<file path="src/rtl/dp_pkg.sv">
// Shared types for the data producer: pattern modes, FSM states and the
// per-width Galois LFSR tap masks used when DATA_PRODUCER_GEN_LFSR_EN is defined.
package dp_pkg;

  typedef enum logic [1:0] {
    MODE_INCR  = 2'd0,
    MODE_DECR  = 2'd1,
    MODE_CONST = 2'd2,
    MODE_LFSR  = 2'd3
  } mode_e;

  typedef enum logic [1:0] {
    ST_IDLE = 2'd0,
    ST_SEND = 2'd1,
    ST_GAP  = 2'd2
  } state_e;

  localparam int LFSR_MIN_W = 4;
  localparam int LFSR_MAX_W = 32;

  // Right-shifting Galois masks built from maximal-length polynomials.
  function automatic logic [31:0] lfsr_taps(input int w);
    logic [31:0] taps;
    case (w)
      4:       taps = 32'h0000_000C;
      5:       taps = 32'h0000_0014;
      6:       taps = 32'h0000_0030;
      7:       taps = 32'h0000_0060;
      8:       taps = 32'h0000_00B8;
      9:       taps = 32'h0000_0110;
      10:      taps = 32'h0000_0240;
      11:      taps = 32'h0000_0500;
      12:      taps = 32'h0000_0829;
      13:      taps = 32'h0000_100D;
      14:      taps = 32'h0000_2015;
      15:      taps = 32'h0000_6000;
      16:      taps = 32'h0000_D008;
      17:      taps = 32'h0001_2000;
      18:      taps = 32'h0002_0400;
      19:      taps = 32'h0004_0023;
      20:      taps = 32'h0009_0000;
      21:      taps = 32'h0014_0000;
      22:      taps = 32'h0030_0000;
      23:      taps = 32'h0042_0000;
      24:      taps = 32'h00E1_0000;
      25:      taps = 32'h0120_0000;
      26:      taps = 32'h0200_0023;
      27:      taps = 32'h0400_0013;
      28:      taps = 32'h0900_0000;
      29:      taps = 32'h1400_0000;
      30:      taps = 32'h2000_0029;
      31:      taps = 32'h4800_0000;
      32:      taps = 32'h8020_0003;
      default: taps = 32'h0000_0000;
    endcase
    return taps;
  endfunction

endpackage

</file>
<file path="src/rtl/dp_lfsr_step.sv">
// One combinational step of a right-shifting Galois LFSR of width DATA_W.
module dp_lfsr_step
  import dp_pkg::*;
#(
  parameter int DATA_W = 8
) (
  input  logic [DATA_W-1:0] state_i,
  output logic [DATA_W-1:0] next_o
);

  localparam logic [31:0]       TAPS_ALL = lfsr_taps(DATA_W);
  localparam logic [DATA_W-1:0] TAPS     = TAPS_ALL[DATA_W-1:0];

  // Shift right; fold the mask in when a one falls off the bottom.
  always_comb begin
    next_o = state_i >> 1;
    if (state_i[0]) begin
      next_o = next_o ^ TAPS;
    end else begin
      next_o = state_i >> 1;
    end
  end

endmodule

</file>
<file path="src/rtl/data_producer_gen.sv">
// Burst data pattern generator with valid/ready handshake (IDLE/SEND/GAP FSM).
// Define DATA_PRODUCER_GEN_LFSR_EN to build LFSR mode; otherwise mode 3 is INCR.
module data_producer_gen
  import dp_pkg::*;
#(
  parameter int DATA_W  = 8,
  parameter int BURST_W = 8,
  parameter int GAP_W   = 4
) (
  input  logic               clk,
  input  logic               rst,
  input  logic               enable,
  input  logic [1:0]         mode,
  input  logic [DATA_W-1:0]  seed,
  input  logic [DATA_W-1:0]  step,
  input  logic [BURST_W-1:0] burst_len,
  input  logic [GAP_W-1:0]   gap_len,
  output logic               valid_out,
  input  logic               ready_in,
  output logic [DATA_W-1:0]  data_out,
  output logic               last_out,
  output logic               busy
);

  state_e              state_q, state_d;
  mode_e               mode_q, mode_d;
  logic                arm_q;
  logic                valid_q, valid_d;
  logic                last_q, last_d;
  logic [DATA_W-1:0]   data_q, data_d;
  logic [DATA_W-1:0]   step_q, step_d;
  logic [BURST_W-1:0]  burst_q, burst_d;
  logic [BURST_W-1:0]  cnt_q, cnt_d;
  logic [GAP_W-1:0]    gap_q, gap_d;
  logic [GAP_W-1:0]    gap_cnt_q, gap_cnt_d;

  logic                transfer_s;
  logic [DATA_W-1:0]   seed_eff_s;
  logic [DATA_W-1:0]   adv_s;
  logic [BURST_W:0]    cnt_plus2_s;
  logic                burst_one_s;

  assign transfer_s  = valid_q & ready_in;
  assign cnt_plus2_s = {1'b0, cnt_q} + (BURST_W+1)'(2);
  assign burst_one_s = (burst_q == BURST_W'(1));

`ifdef DATA_PRODUCER_GEN_LFSR_EN
  logic [DATA_W-1:0] lfsr_next_s;

  dp_lfsr_step #(.DATA_W(DATA_W)) u_lfsr (
    .state_i (data_q),
    .next_o  (lfsr_next_s)
  );

  // An all-zero LFSR never leaves zero, so a zero seed is replaced.
  always_comb begin
    if ((mode == 2'd3) && (seed == '0)) begin
      seed_eff_s = '1;
    end else begin
      seed_eff_s = seed;
    end
  end
`else
  assign seed_eff_s = seed;
`endif

  // Next payload value for the latched pattern; all arithmetic wraps.
  always_comb begin
    adv_s = data_q + step_q;
    case (mode_q)
      MODE_INCR:  adv_s = data_q + step_q;
      MODE_DECR:  adv_s = data_q - step_q;
      MODE_CONST: adv_s = data_q;
`ifdef DATA_PRODUCER_GEN_LFSR_EN
      MODE_LFSR:  adv_s = lfsr_next_s;
`else
      MODE_LFSR:  adv_s = data_q + step_q;
`endif
      default:    adv_s = data_q + step_q;
    endcase
  end

  // FSM next state and registered-output next values.
  always_comb begin
    state_d   = state_q;
    mode_d    = mode_q;
    valid_d   = valid_q;
    last_d    = last_q;
    data_d    = data_q;
    step_d    = step_q;
    burst_d   = burst_q;
    cnt_d     = cnt_q;
    gap_d     = gap_q;
    gap_cnt_d = gap_cnt_q;
    case (state_q)
      ST_IDLE: begin
        valid_d = 1'b0;
        last_d  = 1'b0;
        if (enable && arm_q) begin
          state_d = ST_SEND;
          mode_d  = mode_e'(mode);
          step_d  = step;
          burst_d = burst_len;
          gap_d   = gap_len;
          data_d  = seed_eff_s;
          cnt_d   = '0;
          valid_d = 1'b1;
          last_d  = (burst_len == BURST_W'(1));
        end else begin
          state_d = ST_IDLE;
        end
      end
      ST_SEND: begin
        if (transfer_s) begin
          data_d = adv_s;
          if (last_q) begin
            cnt_d = '0;
            if (gap_q != '0) begin
              state_d   = ST_GAP;
              gap_cnt_d = gap_q;
              valid_d   = 1'b0;
              last_d    = 1'b0;
            end else if (enable) begin
              valid_d = 1'b1;
              last_d  = burst_one_s;
            end else begin
              state_d = ST_IDLE;
              valid_d = 1'b0;
              last_d  = 1'b0;
            end
          end else if (burst_q == '0) begin
            // Continuous stream: enable is honoured beat by beat.
            if (enable) begin
              valid_d = 1'b1;
            end else begin
              state_d = ST_IDLE;
              valid_d = 1'b0;
            end
          end else begin
            cnt_d  = cnt_q + BURST_W'(1);
            last_d = (cnt_plus2_s == {1'b0, burst_q});
          end
        end else begin
          state_d = ST_SEND;
        end
      end
      ST_GAP: begin
        if (gap_cnt_q <= GAP_W'(1)) begin
          gap_cnt_d = '0;
          if (enable) begin
            state_d = ST_SEND;
            valid_d = 1'b1;
            last_d  = burst_one_s;
          end else begin
            state_d = ST_IDLE;
          end
        end else begin
          gap_cnt_d = gap_cnt_q - GAP_W'(1);
        end
      end
      default: begin
        state_d = ST_IDLE;
        valid_d = 1'b0;
        last_d  = 1'b0;
      end
    endcase
  end

  // arm_q delays the first possible start by one cycle after reset.
  always_ff @(posedge clk or posedge rst) begin
    if (rst) begin
      state_q   <= ST_IDLE;
      mode_q    <= MODE_INCR;
      arm_q     <= 1'b0;
      valid_q   <= 1'b0;
      last_q    <= 1'b0;
      data_q    <= '0;
      step_q    <= '0;
      burst_q   <= '0;
      cnt_q     <= '0;
      gap_q     <= '0;
      gap_cnt_q <= '0;
    end else begin
      state_q   <= state_d;
      mode_q    <= mode_d;
      arm_q     <= 1'b1;
      valid_q   <= valid_d;
      last_q    <= last_d;
      data_q    <= data_d;
      step_q    <= step_d;
      burst_q   <= burst_d;
      cnt_q     <= cnt_d;
      gap_q     <= gap_d;
      gap_cnt_q <= gap_cnt_d;
    end
  end

  assign valid_out = valid_q;
  assign data_out  = data_q;
  assign last_out  = last_q;
  assign busy      = (state_q != ST_IDLE);

endmodule
</file>
<file path="config.mk">
export PLATFORM = sky130hd
export DESIGN_NAME = data_producer_gen
export DESIGN_NICKNAME = d
export VERILOG_FILES = /design/src/rtl/dp_pkg.sv /design/src/rtl/dp_lfsr_step.sv /design/src/rtl/data_producer_gen.sv
export SDC_FILE = /design/constraint.sdc
export NUM_CORES = 1
export LEC_CHECK = 0
export CORE_ASPECT_RATIO = 2
export CORE_MARGIN = 2
export CORE_UTILIZATION = 45
export DETAILED_ROUTE_END_ITERATION = 6
export PLACE_DENSITY_LB_ADDON = 0.15
export SKIP_LAST_GASP = 1
export SYNTH_ARGS = -nofsm -noshare
export SYNTH_HDL_FRONTEND = slang
export SYNTH_HIERARCHICAL = 1
export SYNTH_SLANG_ARGS = --single-unit
export TNS_END_PERCENT = 10
</file>
<file path="constraint.sdc">
create_clock -name clk -period 2.6 [get_ports clk]
set_input_delay 0.26 -clock clk [delete_from_list [all_inputs] [get_ports clk]]
set_output_delay 0.26 -clock clk [all_outputs]
set_load 0.1 [all_outputs]
</file>
==> key figures, run 1 <==
CTS
  • Reg clk slew, reported paths: roughly 70 ps
  • CTS Sinks: 47
  • CTS tree: done
  • Clk root buf: clkbuf_16
  • Clock tree buffer depth: 2
  • H-tree levels: 2
  • Resized cells post-CTS: 0
  • CTS Buf Count: 5
  • Clk Latency, worst-skew pair: around 300 ps

Finish
  • Layout cells sized above 1: 0.164
  • Fillers: 585
  • Diodes inserted: 0
  • Nets: 389
  • Area grow syn2layout: 24.7%

Pwr
  • Maximum vdd drop: 0.00139 V
  • PwrDens: approximately 1400 mW/mm²
  • Leakage: between 1.5 and 2 nW

Drt
  • DRC viols: 0
  • Via density: approximately 5.5
  • DR iter-0 viols: 70
  • Vias: approximately 2300
  • DRT Pass-1 Iters: 4
  • WL/cell: around 16 µm
  • Routed Antenna Nets: 0
  • DRT Wirelength: 6.71 mm

Timing
  • Clk_skew: between 8 and 9 ps
  • Min Hold Slack: between 400 and 500 ps
  • Min cycle time layout: about 2400 ps
  • Setup Viol. Count Final: 0
  • RSZ-0062 raised after global routing: no
  • Setup_tns: 0 ps
  • Period utilization: 0.926
  • Slew HR: 0.442
  • Slew @ Worst Pin: between 800 and 900 ps
  • Fmax achieved: around 420 MHz
  • Final Hold Fails: 0
  • Slew Viols, Final: 0

Place
  • HPWL Detailed: 5.12 mm
  • GP Congestion: between 0.8 and 0.9
  • PortBufs: 44

Setup path
  • Worst Path Arrival: ~2600 ps
  • Cell mode on critical path: o21ai_0
  • Worst path depth: 9
  • CP Data Required Time: 2810 ps
  • CP Cell Sequence: inv_1, ha_1, mux2_2, fa_1, a21o_1, a21oi_1, o21ai_0, xnor2_1, o21ai_0
  • Kind of capture point of the worst setup path: flip-flop
  • Kind of start point of the critical path: flip-flop
  • Critical path's top delay family: adder cells
  • Crit Path Category: reg -> reg
  • Critical path fanouts, max: 2
  • FF-to-FF path depth: 9
  • CP Buf/Inv Count: 1
  • Slowest CP cell: fa_1
  • Max incr delay on CP: 450 ps

Synth
  • Synth warnings: 6
  • Async SR Flop Fraction: 1.00
  • Yosys reg bits: 47
  • Synthesized area per cell: ~9.9 µm²
  • EDFF count, synth: 0
  • Syn Nets: 338
  • Gate Count Post-Synth: 290
  • Post-synth cell types: between 50 and 60
  • Synth Cell Area: 0.00288 mm²
  • Post-synth top flop: dfrtp_1
  • Post-synthesis sequential area ratio: 0.409

Die
  • Die footprint: ~0.0071 mm²
  • Row cnt: between 40 and 50
  • Core Region: 0.00626 mm²
  • Die width: just over 60 µm
  • Die H: about 120 µm
  • Initial Util: 0.460
  • # IOs: 45

Global routing
  • Grt ovf: 0
  • Initial antenna violation count: 0
  • First-pass GRT wire length: 11.3 mm
  • Tot GR Track Use: 0.215
  • Largest net degree at the start of global routing: 48
  • Vias in the first global route: between 2000 and 2500

Status
  • Outcome: finished clean

Min path
  • Worst Hold Class: in -> async

Run
  • Number of max-cap violations: 0
-- area by class of cell --
class                   instances  area [µm²]  share of cell area
clock buffers                   5         125              0.0349
clock inverters                 3        43.8              0.0122
inverters                      14        52.6              0.0146
multi-input cells             219        1600               0.445
flip-flops and latches         47        1180               0.328
well taps                      86         108              0.0300
repair buffers                 54         488               0.136
-- layer usage --
layer	vias up	GRT usage	wire length, µm
li1	1148	-	-
met1	1145	0.248	2540
met2	39	0.381	3810
met3	14	0.0418	186
met4	0	0.0826	178
met5	-	0	0
-- flip-flops by register name (all words and copies together), names as in the netlist, 2 cells and up --
signal     flops
gap_cnt_q      4
cnt_q          8
data_out       8
step_q         8
burst_q        8
mode_q         2
gap_q          4
state_q        2
-- cell families after synthesis --
kind of cell	count (synthesis)	share of synthesized area
adders and majority gates	14	0.0635
and+or+nand+nor	86	0.162
AOI/OAI and AO/OA	69	0.159
DFF	47	0.409
other	1	0.00130
buffers and inverters	24	0.0369
muxes	27	0.102
xor gates and xnor gates	22	0.0669
-- timing repair --
action | CTS | global route
setup buffers | 0 | 1
hold buffers | 0 | 0
setup endpoints to repair | 0 | 2
-- tightest hold or removal path: cells and delay by family --
kind	cells	cell delay (ps)
buffers and inverters	3	960
-- per-stage QoR --
stage               utilization  instance area [µm²]  total power, mW  std cells  worst slack [ps]
finish                    0.574                 3590             5.18        428               191
global route              0.574                 3590             5.64        428              7.83
CTS                       0.572                 3580             5.19        427               181
detailed placement        0.545                 3410             4.41        419               206
global placement          0.545                 3410             4.39        419               245
floorplan                     -                 2880             3.72        290               160
-- path summary, 6_finish.rpt --
path	from	end	slack [ps]
worst min-delay path	rst	gap_q[2]$_DFFE_PP0P_	440
min in group clk	step[3]	step_q[3]$_DFFE_PP0P_	520
worst min register to register	mode_q[1]$_DFFE_PP0P_	mode_q[1]$_DFFE_PP0P_	520
max in group asynchronous	rst	burst_q[7]$_DFFE_PP0P_	1720
worst max-delay path	mode_q[0]$_DFFE_PP0P_	data_out[6]$_DFFE_PP0P_	190
worst max register to register	mode_q[0]$_DFFE_PP0P_	data_out[6]$_DFFE_PP0P_	190
-- synthesized netlist by cell type, types with 2 or more instances --
library cell	count	area, µm²
a21oi_1	13	65.1
a221o_1	2	20.0
a31oi_1	4	25.0
and3_1	4	25.0
buf_4	2	15.0
clkbuf_1	6	22.5
dfrtp_1	47	1180
ha_1	13	163
inv_1	14	52.6
mux2_2	19	214
mux2i_1	8	80.1
nand2_1	22	82.6
nand2b_1	5	31.3
nand3_1	4	20.0
nor2_1	17	63.8
nor2b_1	4	25.0
nor3_1	8	40.0
nor3b_1	3	22.5
nor4_1	3	18.8
o2111ai_1	2	17.5
o21ai_0	27	135
o22ai_1	4	25.0
o31ai_1	5	37.5
o41ai_1	4	35.0
or2_1	2	12.5
or4_1	2	15.0
xnor2_1	13	114
xor2_1	9	78.8
-- report_power, final --
part | leakage, nW | switching, mW | total [mW] | internal, mW
clock network | 0.0838 | 0.291 | 0.744 | 0.454
registers | 0.592 | 0.308 | 1.32 | 1.02
logic | 0.872 | 1.80 | 3.11 | 1.31
total | 1.55 | 2.40 | 5.18 | 2.78
-- placed cells by master (no fill, tap or decap), drive strengths merged, types with 5 or more instances in the layout --
cell type	Yosys	final
nand2	22	22
a21oi	13	13
clkdlybuf4s50	0	33
buf	4	21
xor2	9	9
inv	14	14
nor2	17	17
mux2	19	19
clkbuf	6	5
mux2i	8	8
nand2b	6	6
nor3	8	8
dfrtp	47	47
ha	13	13
o21ai	27	27
o31ai	6	6
xnor2	13	13
(Power assumes the default switching activity.)
==> run 2: changes to the inputs <==
--- a/config.mk
+++ b/config.mk
@@ -11,3 +11,3 @@
 export DETAILED_ROUTE_END_ITERATION = 6
-export PLACE_DENSITY_LB_ADDON = 0.15
+export PLACE_DENSITY = 0.72
 export SKIP_LAST_GASP = 1
--- a/constraint.sdc
+++ b/constraint.sdc
@@ -3,2 +3,2 @@
 set_output_delay 0.26 -clock clk [all_outputs]
-set_load 0.1 [all_outputs]
+set_load 0.05 [all_outputs]
==> run 2 against run 1 <==
Clock skew decreased by 3.6 ps. Cell count decreased by 0.47%. Setup slack gained 63 ps. Largest power group unchanged. Non-clock buffer count shrank 1. Maximum frequency up 2.7%. Final area fell by 0.14%. Sequential share of layout area hardly changed. Combinational power down 10%. Core utilization shrank 0.080 points. Highest routed layer unchanged. Sequential power about the same.
==> key figures, run 2 (synthesis gave the netlist of run 1 again) <==
Status
  • Outcome: finished clean

Global routing
  • Tot GR Track Use: 0.222 (+0.00621)
  • Grt ovf: 0 (unchanged)
  • Largest net degree at the start of global routing: 22 (-54%)
  • Vias in the first global route: 2399 (+1.0%)
  • Initial antenna violation count: 0 (unchanged)
  • First-pass GRT wire length: 11.5 mm (+1.8%)

Run
  • Number of max-cap violations: 0 (unchanged)

Setup path
  • Worst path depth: 9 (unchanged)
  • CP Data Required Time: 2810 ps (about the same)
  • Cell mode on critical path: o21ai_0
  • Launch point of the worst reg-to-reg path: step_q[0]$_DFFE_PP0P_
  • Worst setup endpoint: data_out[6]$_DFFE_PP0P_
  • Kind of capture point of the worst setup path: flip-flop
  • Reg2reg end: data_out[6]$_DFFE_PP0P_
  • Kind of start point of the critical path: flip-flop
  • Worst setup startpoint: step_q[0]$_DFFE_PP0P_
  • FF-to-FF path depth: 9 (unchanged)
  • Crit Path Category: reg -> reg
  • CP Buf/Inv Count: 1 (unchanged)
  • Critical path's top delay family: adder cells
  • Internal reg-to-reg setup slack: 250 ps (+60 ps)
  • Critical path fanouts, max: 3 (+1)
  • Slowest CP cell: fa_1
  • CP Cell Sequence: inv_1, ha_1, mux2_2, fa_1, a21o_1, a21oi_1, o21ai_0, xnor2_1, o21ai_0
  • Max incr delay on CP: 430 ps (-20 ps)
  • Worst Path Arrival: 2560 ps (-60 ps)

Place
  • HPWL Detailed: 5.46 mm (+6.7%)
  • PortBufs: 44 (unchanged)
  • Pre-CTS WS: 255 ps (+49.2 ps)
  • Area after DPL: 0.00344 mm² (+0.81%)
  • Placed cell count: 419 (unchanged)
  • GP Congestion: 0.860 (+1.5%)

Finish
  • Final Non-Filler Cells: 426 (-0.47%)
  • Fin area: 0.00358 mm² (-0.14%)
  • Nets: 388 (-0.26%)
  • Most common cell after layout, fill and taps aside: dfrtp_1
  • Layout cells sized above 1: 0.126 (-0.0373)
  • Area grow syn2layout: 24.5%
  • Post-route core utilization: 0.573 (-0.000800)
  • Most frequent cells in the layout: dfrtp_1, clkdlybuf4s50_1, o21ai_0
  • Fillers: 600 (+2.6%)
  • Diodes inserted: 0 (unchanged)

Timing
  • Slew @ Worst Pin: 783 ps (-52.6 ps)
  • Min Hold Slack: 300 ps (-140 ps)
  • Slew Viols, Final: 0 (unchanged)
  • Period utilization: 0.902 (-0.0244)
  • Min cycle time layout: 2350 ps (-63.4 ps)
  • Fmax achieved: 426 MHz (+2.7%)
  • Final Hold Fails: 0 (unchanged)
  • Worst setup margin: 255 ps (+63.4 ps)
  • Setup Viol. Count Final: 0 (unchanged)
  • RSZ-0062 raised after global routing: no
  • Slew HR: 0.477 (+0.0352)
  • Clk_skew: 5.23 ps (-3.56 ps)
  • Setup_tns: 0 ps (unchanged)

CTS
  • H-tree levels: 2 (unchanged)
  • Clock tree buffer depth: 2 (unchanged)
  • Reg clk slew, reported paths: 60 ps (about the same)
  • Hold buffers post-CTS: 0 (unchanged)
  • CTS Buf Count: 5 (unchanged)
  • CTS tree: done
  • Resized cells post-CTS: 0 (unchanged)
  • Postcts setup bufs: 0 (unchanged)
  • CTS Sinks: 47 (unchanged)
  • Clk root buf: clkbuf_16
  • Clk Latency, worst-skew pair: 300 ps (about the same)

Drt
  • WL/cell: 16.4 µm (+4.9%)
  • DRT Wirelength: 7.01 mm (+4.4%)
  • DRT Pass-1 Iters: 5 (+1)
  • DR iter-0 viols: 83 (+19%)
  • DRC viols: 0 (unchanged)
  • Via density: 5.63 (+2.8%)
  • Routed Antenna Nets: 0 (unchanged)
  • Vias: 2400 (+2.3%)

Pwr
  • Maximum vdd drop: 0.00104 V (-25%)
  • Reported net switching power: 2.10 mW (-12%)
  • Total power: 4.79 mW (-7.5%)
  • Leakage: 1.52 nW (-2.0%)
  • Sw frac: 0.439 (-0.0244)
  • Combinational power share: 0.583 (-0.017)
  • Internal power: 2.69 mW (-3.3%)
  • Reg power frac: 0.280 (+0.024)
  • Clk pwr share: 0.137 (-0.007)
  • PwrDens: 1340 mW/mm² (-7.4%)

Die
  • Row cnt: 41 (unchanged)
  • Core Region: 0.00626 mm² (unchanged)
  • Initial Util: 0.460 (unchanged)
  • Die footprint: 0.00709 mm² (unchanged)
  • # IOs: 45 (unchanged)
  • Die width: 60.6 µm (unchanged)
  • Die H: 117 µm (unchanged)

Min path
  • Worst Hold Class: in -> async
run 2: routing by layer:
| layer | share of wire | global-route usage | vias to the layer above | wire (µm) |
|---|---|---|---|---|
| met5 | 0 | 0 | - | 0 |
| met4 | 0.043 | 0.122 | 0 | 299 |
| met3 | 0.028 | 0.0341 | 22 | 197 |
| met2 | 0.58 | 0.402 | 58 | 4050 |
| met1 | 0.35 | 0.232 | 1169 | 2460 |
| li1 | - | - | 1151 | - |
run 2: power by group through the flow:
| stage | clock [mW] | sequential (mW) | combinational (mW) |
|---|---|---|---|
| CTS | 0.666 | 1.34 | 2.82 |
| global route | 0.693 | 1.38 | 3.11 |
| global placement | 0 | 1.35 | 2.75 |
| detailed placement | 0 | 1.35 | 2.80 |
| floorplan | 0 | 1.46 | 1.98 |
| finish | 0.658 | 1.34 | 2.79 |
run 2: worst min-delay path by stage:
stage,endpoint,slack (ps),depth (start not counted),from
2_1_floorplan,mode_q[0]$_DFFE_PP0P_,380,2,mode[0]
3_3_place_gp,mode_q[1]$_DFFE_PP0P_,490,1,mode_q[1]$_DFFE_PP0P_
3_5_place_dp,mode_q[1]$_DFFE_PP0P_,510,1,mode_q[1]$_DFFE_PP0P_
4_1_cts,step_q[7]$_DFFE_PP0P_,310,2,rst
5_1_grt,step_q[7]$_DFFE_PP0P_,360,2,rst
6_report,step_q[7]$_DFFE_PP0P_,300,2,rst
run 2: area by class of cell:
| class | count | area [µm²] | area share |
|---|---|---|---|
| multi-input combinational | 219 | 1600 | 0.445 |
| sequential | 47 | 1180 | 0.328 |
| timing repair buffer | 53 | 508 | 0.142 |
| clock buffer | 6 | 139 | 0.0387 |
| tap | 86 | 108 | 0.0300 |
| inverter | 14 | 52.6 | 0.0147 |
| clock inverter | 1 | 5.00 | 0.00140 |
run 2: worst register-to-register path: cells and delay by family (launching register included):
family                     cells  cell delay (ps)
muxes                          1              300
xor gates and xnor gates       1              130
DFF                            1              400
AOI/OAI and AO/OA              4              660
buffers and inverters          1               70
adders and majority gates      2              710
